**src/rtl/branch_predictor.sv**
```systemverilog
// branch_predictor: direct-mapped BTB with 2-bit saturating counters and a registered mispredict redirect
module branch_predictor #(
  parameter int ENTRIES = 16
) (
  input  logic        clk_i,
  input  logic        rst_ni,
  input  logic [31:0] fetch_pc_i,
  output logic        pred_taken_o,
  output logic [31:0] pred_target_o,
  input  logic        ex_valid_i,
  input  logic        ex_is_branch_i,
  input  logic [31:0] ex_pc_i,
  input  logic        ex_taken_i,
  input  logic [31:0] ex_target_i,
  input  logic        ex_pred_taken_i,
  input  logic [31:0] ex_pred_target_i,
  output logic        mispredict_o,
  output logic [31:0] redirect_pc_o,
  output logic [15:0] mispredict_cnt_o
);
  localparam int IDX = $clog2(ENTRIES);
  localparam int TW = 30 - IDX;
  logic [ENTRIES-1:0] r_valid;
  logic [TW-1:0]      r_tag [ENTRIES];
  logic [31:0]        r_target [ENTRIES];
  logic [1:0]         r_ctr [ENTRIES];
  logic               r_mis;
  logic [31:0]        r_redirect;
  logic [15:0]        r_cnt;
  logic [IDX-1:0]     w_fidx, w_eidx;
  logic [TW-1:0]      w_ftag, w_etag;
  logic               w_fhit, w_ehit, w_br, w_nb, w_mis;
  logic [31:0]        w_pc4, w_actual;
  logic [1:0]         w_ctr, w_ctr_nxt;
  assign w_fidx = fetch_pc_i[IDX+1:2];
  assign w_ftag = fetch_pc_i[31:IDX+2];
  assign w_fhit = r_valid[w_fidx] && (r_tag[w_fidx] == w_ftag);
  assign pred_taken_o = w_fhit && r_ctr[w_fidx][1];
  assign pred_target_o = pred_taken_o ? r_target[w_fidx] : fetch_pc_i + 32'd4;
  assign w_eidx = ex_pc_i[IDX+1:2];
  assign w_etag = ex_pc_i[31:IDX+2];
  assign w_ehit = r_valid[w_eidx] && (r_tag[w_eidx] == w_etag);
  assign w_br = ex_valid_i && ex_is_branch_i;
  assign w_nb = ex_valid_i && !ex_is_branch_i && ex_pred_taken_i;
  assign w_pc4 = ex_pc_i + 32'd4;
  assign w_actual = ex_taken_i ? ex_target_i : w_pc4;
  // target-only mismatches count too, so compare full next PC rather than direction
  assign w_mis = (w_br && (w_actual != ex_pred_target_i)) || w_nb;
  assign w_ctr = r_ctr[w_eidx];
  assign w_ctr_nxt = ex_taken_i ? ((w_ctr == 2'b11) ? w_ctr : w_ctr + 2'd1)
                                : ((w_ctr == 2'b00) ? w_ctr : w_ctr - 2'd1);
  always_ff @(posedge clk_i or negedge rst_ni) begin
    if (!rst_ni) begin
      r_valid <= '0;
      for (int i = 0; i < ENTRIES; i++) r_ctr[i] <= 2'b01;
      r_mis <= 1'b0;
      r_redirect <= '0;
      r_cnt <= '0;
    end else begin
      if (w_br && w_ehit) r_ctr[w_eidx] <= w_ctr_nxt;
      else if (w_br && ex_taken_i) begin
        r_valid[w_eidx] <= 1'b1;
        r_ctr[w_eidx] <= 2'b10;
      end else if (w_nb && w_ehit) r_valid[w_eidx] <= 1'b0;
      r_mis <= w_mis;
      if (w_mis) r_redirect <= w_br ? w_actual : w_pc4;
      if (w_mis && (r_cnt != 16'hFFFF)) r_cnt <= r_cnt + 16'd1;
    end
  end
  // tags and targets need no reset; valid bits gate them
  always_ff @(posedge clk_i) begin
    if (w_br && ex_taken_i) begin
      r_tag[w_eidx] <= w_etag;
      r_target[w_eidx] <= ex_target_i;
    end
  end
  assign mispredict_o = r_mis;
  assign redirect_pc_o = r_redirect;
  assign mispredict_cnt_o = r_cnt;
endmodule

```
**config.mk**
```make
export PLATFORM = sky130hd
export DESIGN_NAME = branch_predictor
export DESIGN_NICKNAME = d
export VERILOG_FILES = /design/src/rtl/branch_predictor.sv
export SDC_FILE = /design/constraint.sdc
export NUM_CORES = 2
export LEC_CHECK = 0
export ABC_AREA = 1
export BUFFER_PORTS_ARGS = -buffer_cell sky130_fd_sc_hd__buf_2
export CAP_MARGIN = 15
export CELL_PAD_IN_SITES_DETAIL_PLACEMENT = 1
export CELL_PAD_IN_SITES_GLOBAL_PLACEMENT = 1
export CORE_UTILIZATION = 40
export CTS_CLUSTER_SIZE = 28
export DETAILED_ROUTE_END_ITERATION = 8
export HOLD_SLACK_MARGIN = 0.02
export PLACE_DENSITY_LB_ADDON = 0.1
export SLEW_MARGIN = 20
export SYNTH_ARGS = -nofsm -noshare
export SYNTH_HDL_FRONTEND = slang
export SYNTH_SLANG_ARGS = --single-unit
```
**constraint.sdc**
```tcl
create_clock -name clk_i -period 9.1 [get_ports clk_i]
set_input_delay 1.82 -clock clk_i [delete_from_list [all_inputs] [get_ports clk_i]]
set_output_delay 1.82 -clock clk_i [all_outputs]
set_load 0.03 [all_outputs]
```
# After elaboration in Yosys (flattened, before gate mapping)
# Memories as Yosys holds them, arrays and structs flattened.
# Index checks and enable logic that the tools add are counted.
[word_totals]
reg_bits = 97
mem_bits_rw = 928
input_bits = 134
out_inout_bits = 82
wordCells = 93
memories = 2
[classes]
n_addsub = 5
magnitude_cmp = 6
eq_ne = 5
muxes = 27
bitwise = 9
n_reduce_logical = 19
[memory_table]
columns = ["name", "words", "word_bits", "rd", "rd_ports_with_merged_regs", "write_ports", "line_no", "text"]
rows = [
  ["r_target", 16, 32, 1, 0, 1, "25", "logic [31:0] r_target [ENTRIES];"],
  ["r_tag", 16, 26, 2, 0, 1, "24", "logic [TW-1:0] r_tag [ENTRIES];"],
]
[op_table]
columns = ["cell", "n"]
rows = [
  ["32-bit 2-to-1 mux", 5],
  ["32-bit by 3-bit adder with 32-bit output, second input constant", 2],
  ["26-bit == test", 2],
  ["16-bit AND", 2],
  ["32-bit bitwise mux", 1],
  ["16-bit 2-to-1 mux", 2],
  ["32-bit inequality test", 1],
  ["16-bit NOT", 2],
  ["16-bit OR", 2],
  ["16-bit by 1-bit adder with 16-bit output, second input constant", 1],
  ["2-bit binary-select mux with 4-bit select", 2],
  ["2-bit 2-to-1 mux", 8],
  ["16-bit inequality test, second input constant", 1],
  ["1-bit logical AND", 13],
  ["5-bit >= comparator, second input constant", 2],
  ["4-bit by 5-bit < comparator with 1-bit output, second input constant", 2],
  ["4-bit NOT with 5-bit output", 2],
  ["1-bit binary-select mux with 4-bit select", 2],
  ["2-bit demux with 4-bit select", 1],
  ["5-bit by 1-bit < comparator with 1-bit output, second input constant", 1],
  ["1-bit 2-to-1 mux", 5],
  ["1-bit demux with 4-bit select", 1],
  ["4-bit by 1-bit >= comparator with 1-bit output, second input constant", 1],
  ["2-bit nonzero test", 2],
  ["other kinds (8)", 8],
]

# Depth between registers and ports, before layout
[depth]
depth_word = 9
ltp_mapped = 23
mapped_depth_nobuf = 20

# Worst setup path before layout
# Ideal clock, no wire load.
[synth_timing]
kind = "input -> register"
start = "in ex_taken_i"
end = "mem r_tag[0][0] (netlist name), enable pin"
setup_time_ps = 545
arrival_ps = 6977
t_required_ps = 8555
path_slack_ps = 1578
cell_stages = 8
n_path_buf = 4
path_cell_list = "buf_2 > inv_1 > clkbuf_1 > clkbuf_1 > nor2_1 > inv_1 > clkbuf_1 > nor3_1"
[synth_between]
elab_chain_len = 3
[synth_lines]
columns = ["element", "line_no", "text"]
rows = [
  ["start, declared", "13", "input logic ex_taken_i,"],
  ["1-bit logical AND", "72", "if (w_br && ex_taken_i) begin"],
  ["1-bit 2-to-1 mux", "72", ""],
  ["1-bit 2-to-1 mux (implied by the code)", "73", "r_tag[w_eidx] <= w_etag;"],
  ["end, declared", "24", ""],
]
# Every way passes these cells.

# Final worst setup path
[layout_timing]
start = "in fetch_pc_i[2]"
end = "out pred_target_o[16]"
[layout_between]
elab_chain_len = 6
elab_cells_between_ends = 13
cone_classes = "add/sub (1); eq/ne (1); mux (6); bitwise (1); reduce/logical (2); memory (2)"
[layout_lines]
columns = ["element", "line_no", "text"]
rows = [
  ["start, declared", "7", "input logic [31:0] fetch_pc_i,"],
  ["branches (longest 5 deep; another with memory read 16 x 26 bit)", "n/a", ""],
  ["32-bit 2-to-1 mux *", "39", "assign pred_target_o = pred_taken_o ? r_target[w_fidx] : fetch_pc_i + 32'd4;"],
  ["end, declared", "9", "output logic [31:0] pred_target_o,"],
]
# Mark *: on every way between the ends. The select of a mux whose other input is x is not followed.

==> summary.txt <==
Run status
  • Status: completed

Timing
  • Final setup viols: 0
  • Final hold vios: 0
  • RSZ-0062 raised after global routing: false
  • Slew @ Worst Pin: 1.16 ns
  • Final worst-path cycle share: 85.8%
  • Setup total negative slack: 0 ns
  • Rel. slew slack: 22.4%
  • Post-route clock skew: 0.0589 ns
  • Maximum clock frequency: 0.128 GHz
  • Period minus WS final: 7.81 ns
  • Max-slew violation count: 0

Clocking
  • Clock transition at path regs: 0.06 ns
  • CTS tree: yes
  • Root buf cell: clkbuf_16
  • Worst skew pair latency: 0.78 ns
  • Setup Fix Bufs, Post-CTS: 0
  • Post-CTS Hold Buffers: 0
  • Clk buf depth: 3
  • CTS Buf Count: 115
  • Total clock sinks: 1025
  • Htree depth: 3
  • Post_cts resized: 0

Cells and area
  • Multi-input logic area: 17500 µm²
  • # nets final: 5827
  • Final core occ: 45.6%
  • P&R area growth vs syn: 12.9%
  • Share of post-route cells with drive strength above 1: 9.49%
  • Post-Layout Inst Area: 57400 µm²
  • FF/Latch Area: 30300 µm²
  • Non-Filler Instances: 7446
  • Fillers: 14.5k

Global route
  • Total grt overflow: 0
  • Largest net degree at the start of global routing: 177
  • Vias in the first global route: 42.9k
  • Overall routing resource usage: 31.7%
  • First-pass GRT wire length: 294000 µm
  • Initial antenna violation count: 33

Drt
  • Post-route antenna net violation count: 0
  • Wl on met1: 89400 µm
  • Vias: 42.9k
  • DR pass1 iterations: 6
  • Metal2 WL: 93900 µm
  • Post-Route WL: 206000 µm
  • DRC Markers: 0
  • Iteration-0 DRC Markers: 4118
  • WL per Instance: 27.6 µm
  • Met3 wire len: 14800 µm
  • Max Used Layer: met5
  • Vias/cell: 5.76

Floorplanning
  • Total Die Area: 129000 µm²
  • Starting Density: 40.4%
  • Die W: 359 µm
  • Row count: 130
  • Die Height: 359 µm
  • # IOs: 216
  • Core area: 126000 µm²

Yosys
  • Avg Inst Size Synth: 9.09 µm²
  • Synth area leaders: edfxtp_1 55%, nand2_1 11%, o21ai_0 5.4%
  • Number of flops mapped to enable cells by yosys: 928
  • Post-synth top area share: 54.8%
  • Distinct cells, synth: 42
  • Synth cell count leaders: 1468 x nand2_1, 928 x edfxtp_1, 638 x nor2_1
  • Mapped Nets: 5734
  • Mapped Cells: 5594
  • Count of state elements after synthesis: 1025
  • Synth area leader: edfxtp_1
  • Post-synth top flop: edfxtp_1
  • Synth warnings: 0
  • Sequential area share after synthesis: 59.6%
  • Most common cell in the netlist: nand2_1
  • Async SR Flop Fraction: 9.46%
  • Synthesized area: 50800 µm²

Setup path
  • Setup Crit Path Kind: primary input to output pin
  • Worst path bufs/invs: 6
  • Cell count along the critical path: 20
  • CP Launch Type: primary input
  • Setup crit end kind: output pin
  • Crit-path cells: buf_8 -> inv_8 -> buf_4 -> a21oi_1 -> o21ai_0 -> nand2_1 -> nand2_1 -> nand2_1 -> inv_1 -> nand2_1 -> nand2_1 -> nand2_1 -> inv_1 -> nand4_1 -> nor2_1 -> nand3_1 -> nor2_2 -> nand2_1 -> o21ai_0 -> buf_2
  • FF-to-FF setup slack: 5.45 ns
  • Crit-path leading delay family: buffers and inverters
  • Crit path from: fetch_pc_i[2]
  • CP max stage cell: nor2_2
  • Worst r2r dst: r_ctr[11]$_DFFE_PN0P_
  • Arr. time, crit path: 5.99 ns
  • Worst setup endpoint: pred_target_o[16]
  • Crit path top cell by count: nand2_1
  • Register-to-Register Path Depth: 19
  • Critical path required time: 7.28 ns
  • CP max FO: 133
  • Critical Path Max Stage Delay: 0.90 ns
  • Start of the worst register-to-register path: r_tag[11][1]$_DFFE_PP_

Pwr
  • Leakage: 22.8 nW
  • P per Cell Area: 199 nW/µm²
  • Highest ir drop seen on vdd: 150 µV

Placed design
  • PortBufs: 215
  • Placed instance count: 7220
  • Dpl cell area: 53500 µm²
  • Placer Congestion: 0.912
  • HPWL after detailed placement: 129000 µm

Min path
  • Type of the most critical hold path: flip-flop to flip-flop

Flow run
  • Maxcap violations: 0
report_power, final:
group	switching [W]	total, W	internal [W]
combinational	0.000976	0.00130	0.000320
clock	0.00207	0.00482	0.00275
sequential	0.0000648	0.00528	0.00522
total	0.00311	0.0114	0.00829
routing by layer:
layer	GRT usage (%)	up-vias
met5	0	-
met4	11.5	14
met3	5.19	327
met2	50.2	1509
met1	43.7	21800
li1	-	19300
worst min path at each step:
stage	start	endpoint	depth (start not counted)
5_1_grt	r_ctr[30]$_DFFE_PN1P_	r_ctr[30]$_DFFE_PN1P_	2
3_3_place_gp	r_ctr[26]$_DFFE_PN1P_	r_ctr[26]$_DFFE_PN1P_	2
6_report	r_ctr[26]$_DFFE_PN1P_	r_ctr[26]$_DFFE_PN1P_	2
2_1_floorplan	flip-flop	flip-flop	2
4_1_cts	r_ctr[26]$_DFFE_PN1P_	r_ctr[26]$_DFFE_PN1P_	2
3_5_place_dp	r_ctr[26]$_DFFE_PN1P_	r_ctr[26]$_DFFE_PN1P_	2
logic make-up after synthesis:
| kind of cell | count (synthesis) | synth area share (%) |
|---|---|---|
| adders and majority gates | 6 | 0.148 |
| AOI/OAI and AO/OA | 1047 | 11.5 |
| xor gates and xnor gates | 54 | 0.930 |
| DFF | 1025 | 59.6 |
| and+or+nand+nor | 2684 | 21.5 |
| buffers and inverters | 778 | 6.28 |
layout make-up:
type / count / share of cell area (%)
flip-flops and latches: 1025 / 52.8
multi-input cells: 3791 / 30.5
clock buffers: 140 / 5.30
well taps: 1650 / 3.60
repair buffers: 312 / 3.43
inverters: 442 / 2.93
clock inverters: 74 / 1.40
diodes: 12 / 0.0523
per-stage QoR:
| stage | worst slack [ns] | hold WS [ns] | power (W) |
|---|---|---|---|
| detailed placement | 1.27 | 0.480 | 0.00666 |
| floorplan | 1.58 | 0.461 | 0.00608 |
| global route | 0.994 | 0.509 | 0.0117 |
| finish | 1.29 | 0.488 | 0.0114 |
| global placement | 1.45 | 0.478 | 0.00663 |
| CTS | 1.28 | 0.490 | 0.0114 |
tightest hold or removal path, cell delays in order (launching register included):
cell and delay, ns:
dfstp_2 0.37, nand3_1 0.07, nand2_1 0.05
state kept, by name (all words and copies together) (netlist names), named ones only:
name,cells
r_ctr,32
mispredict_o,1
r_target,512
mispredict_cnt_o,16
r_tag,416
redirect_pc_o,32
placed cells by master, fill, tap and decap left out, types with 5 or more instances in the layout:
cell type | netlist | routed
o22ai_1 | 87 | 87
diode_2 | 0 | 12
a221oi_1 | 12 | 12
o211ai_1 | 71 | 71
a32o_1 | 9 | 9
a21oi_1 | 200 | 200
nand3b_1 | 13 | 13
nor2_4 | 4 | 23
nand4_1 | 40 | 40
clkbuf_8 | 0 | 5
buf_4 | 25 | 91
xor2_1 | 39 | 39
buf_12 | 0 | 7
bufinv_16 | 0 | 13
buf_2 | 120 | 209
inv_6 | 0 | 5
nand3_1 | 475 | 475
dfrtp_1 | 81 | 81
nor3_1 | 24 | 21
o211a_1 | 10 | 10
o221ai_1 | 46 | 46
o21ai_1 | 57 | 57
clkbuf_1 | 165 | 19
nand2_1 | 1468 | 1466
ha_1 | 6 | 6
inv_1 | 436 | 432
clkinv_2 | 0 | 22
dfstp_2 | 16 | 16
o21ai_0 | 549 | 549
clkinv_1 | 1 | 24
clkbuf_16 | 0 | 116
nor2_1 | 638 | 619
nand2_2 | 5 | 7
clkinvlp_4 | 0 | 5
xnor2_1 | 15 | 15
edfxtp_1 | 928 | 928
Power figures use the tool's default switching activity.
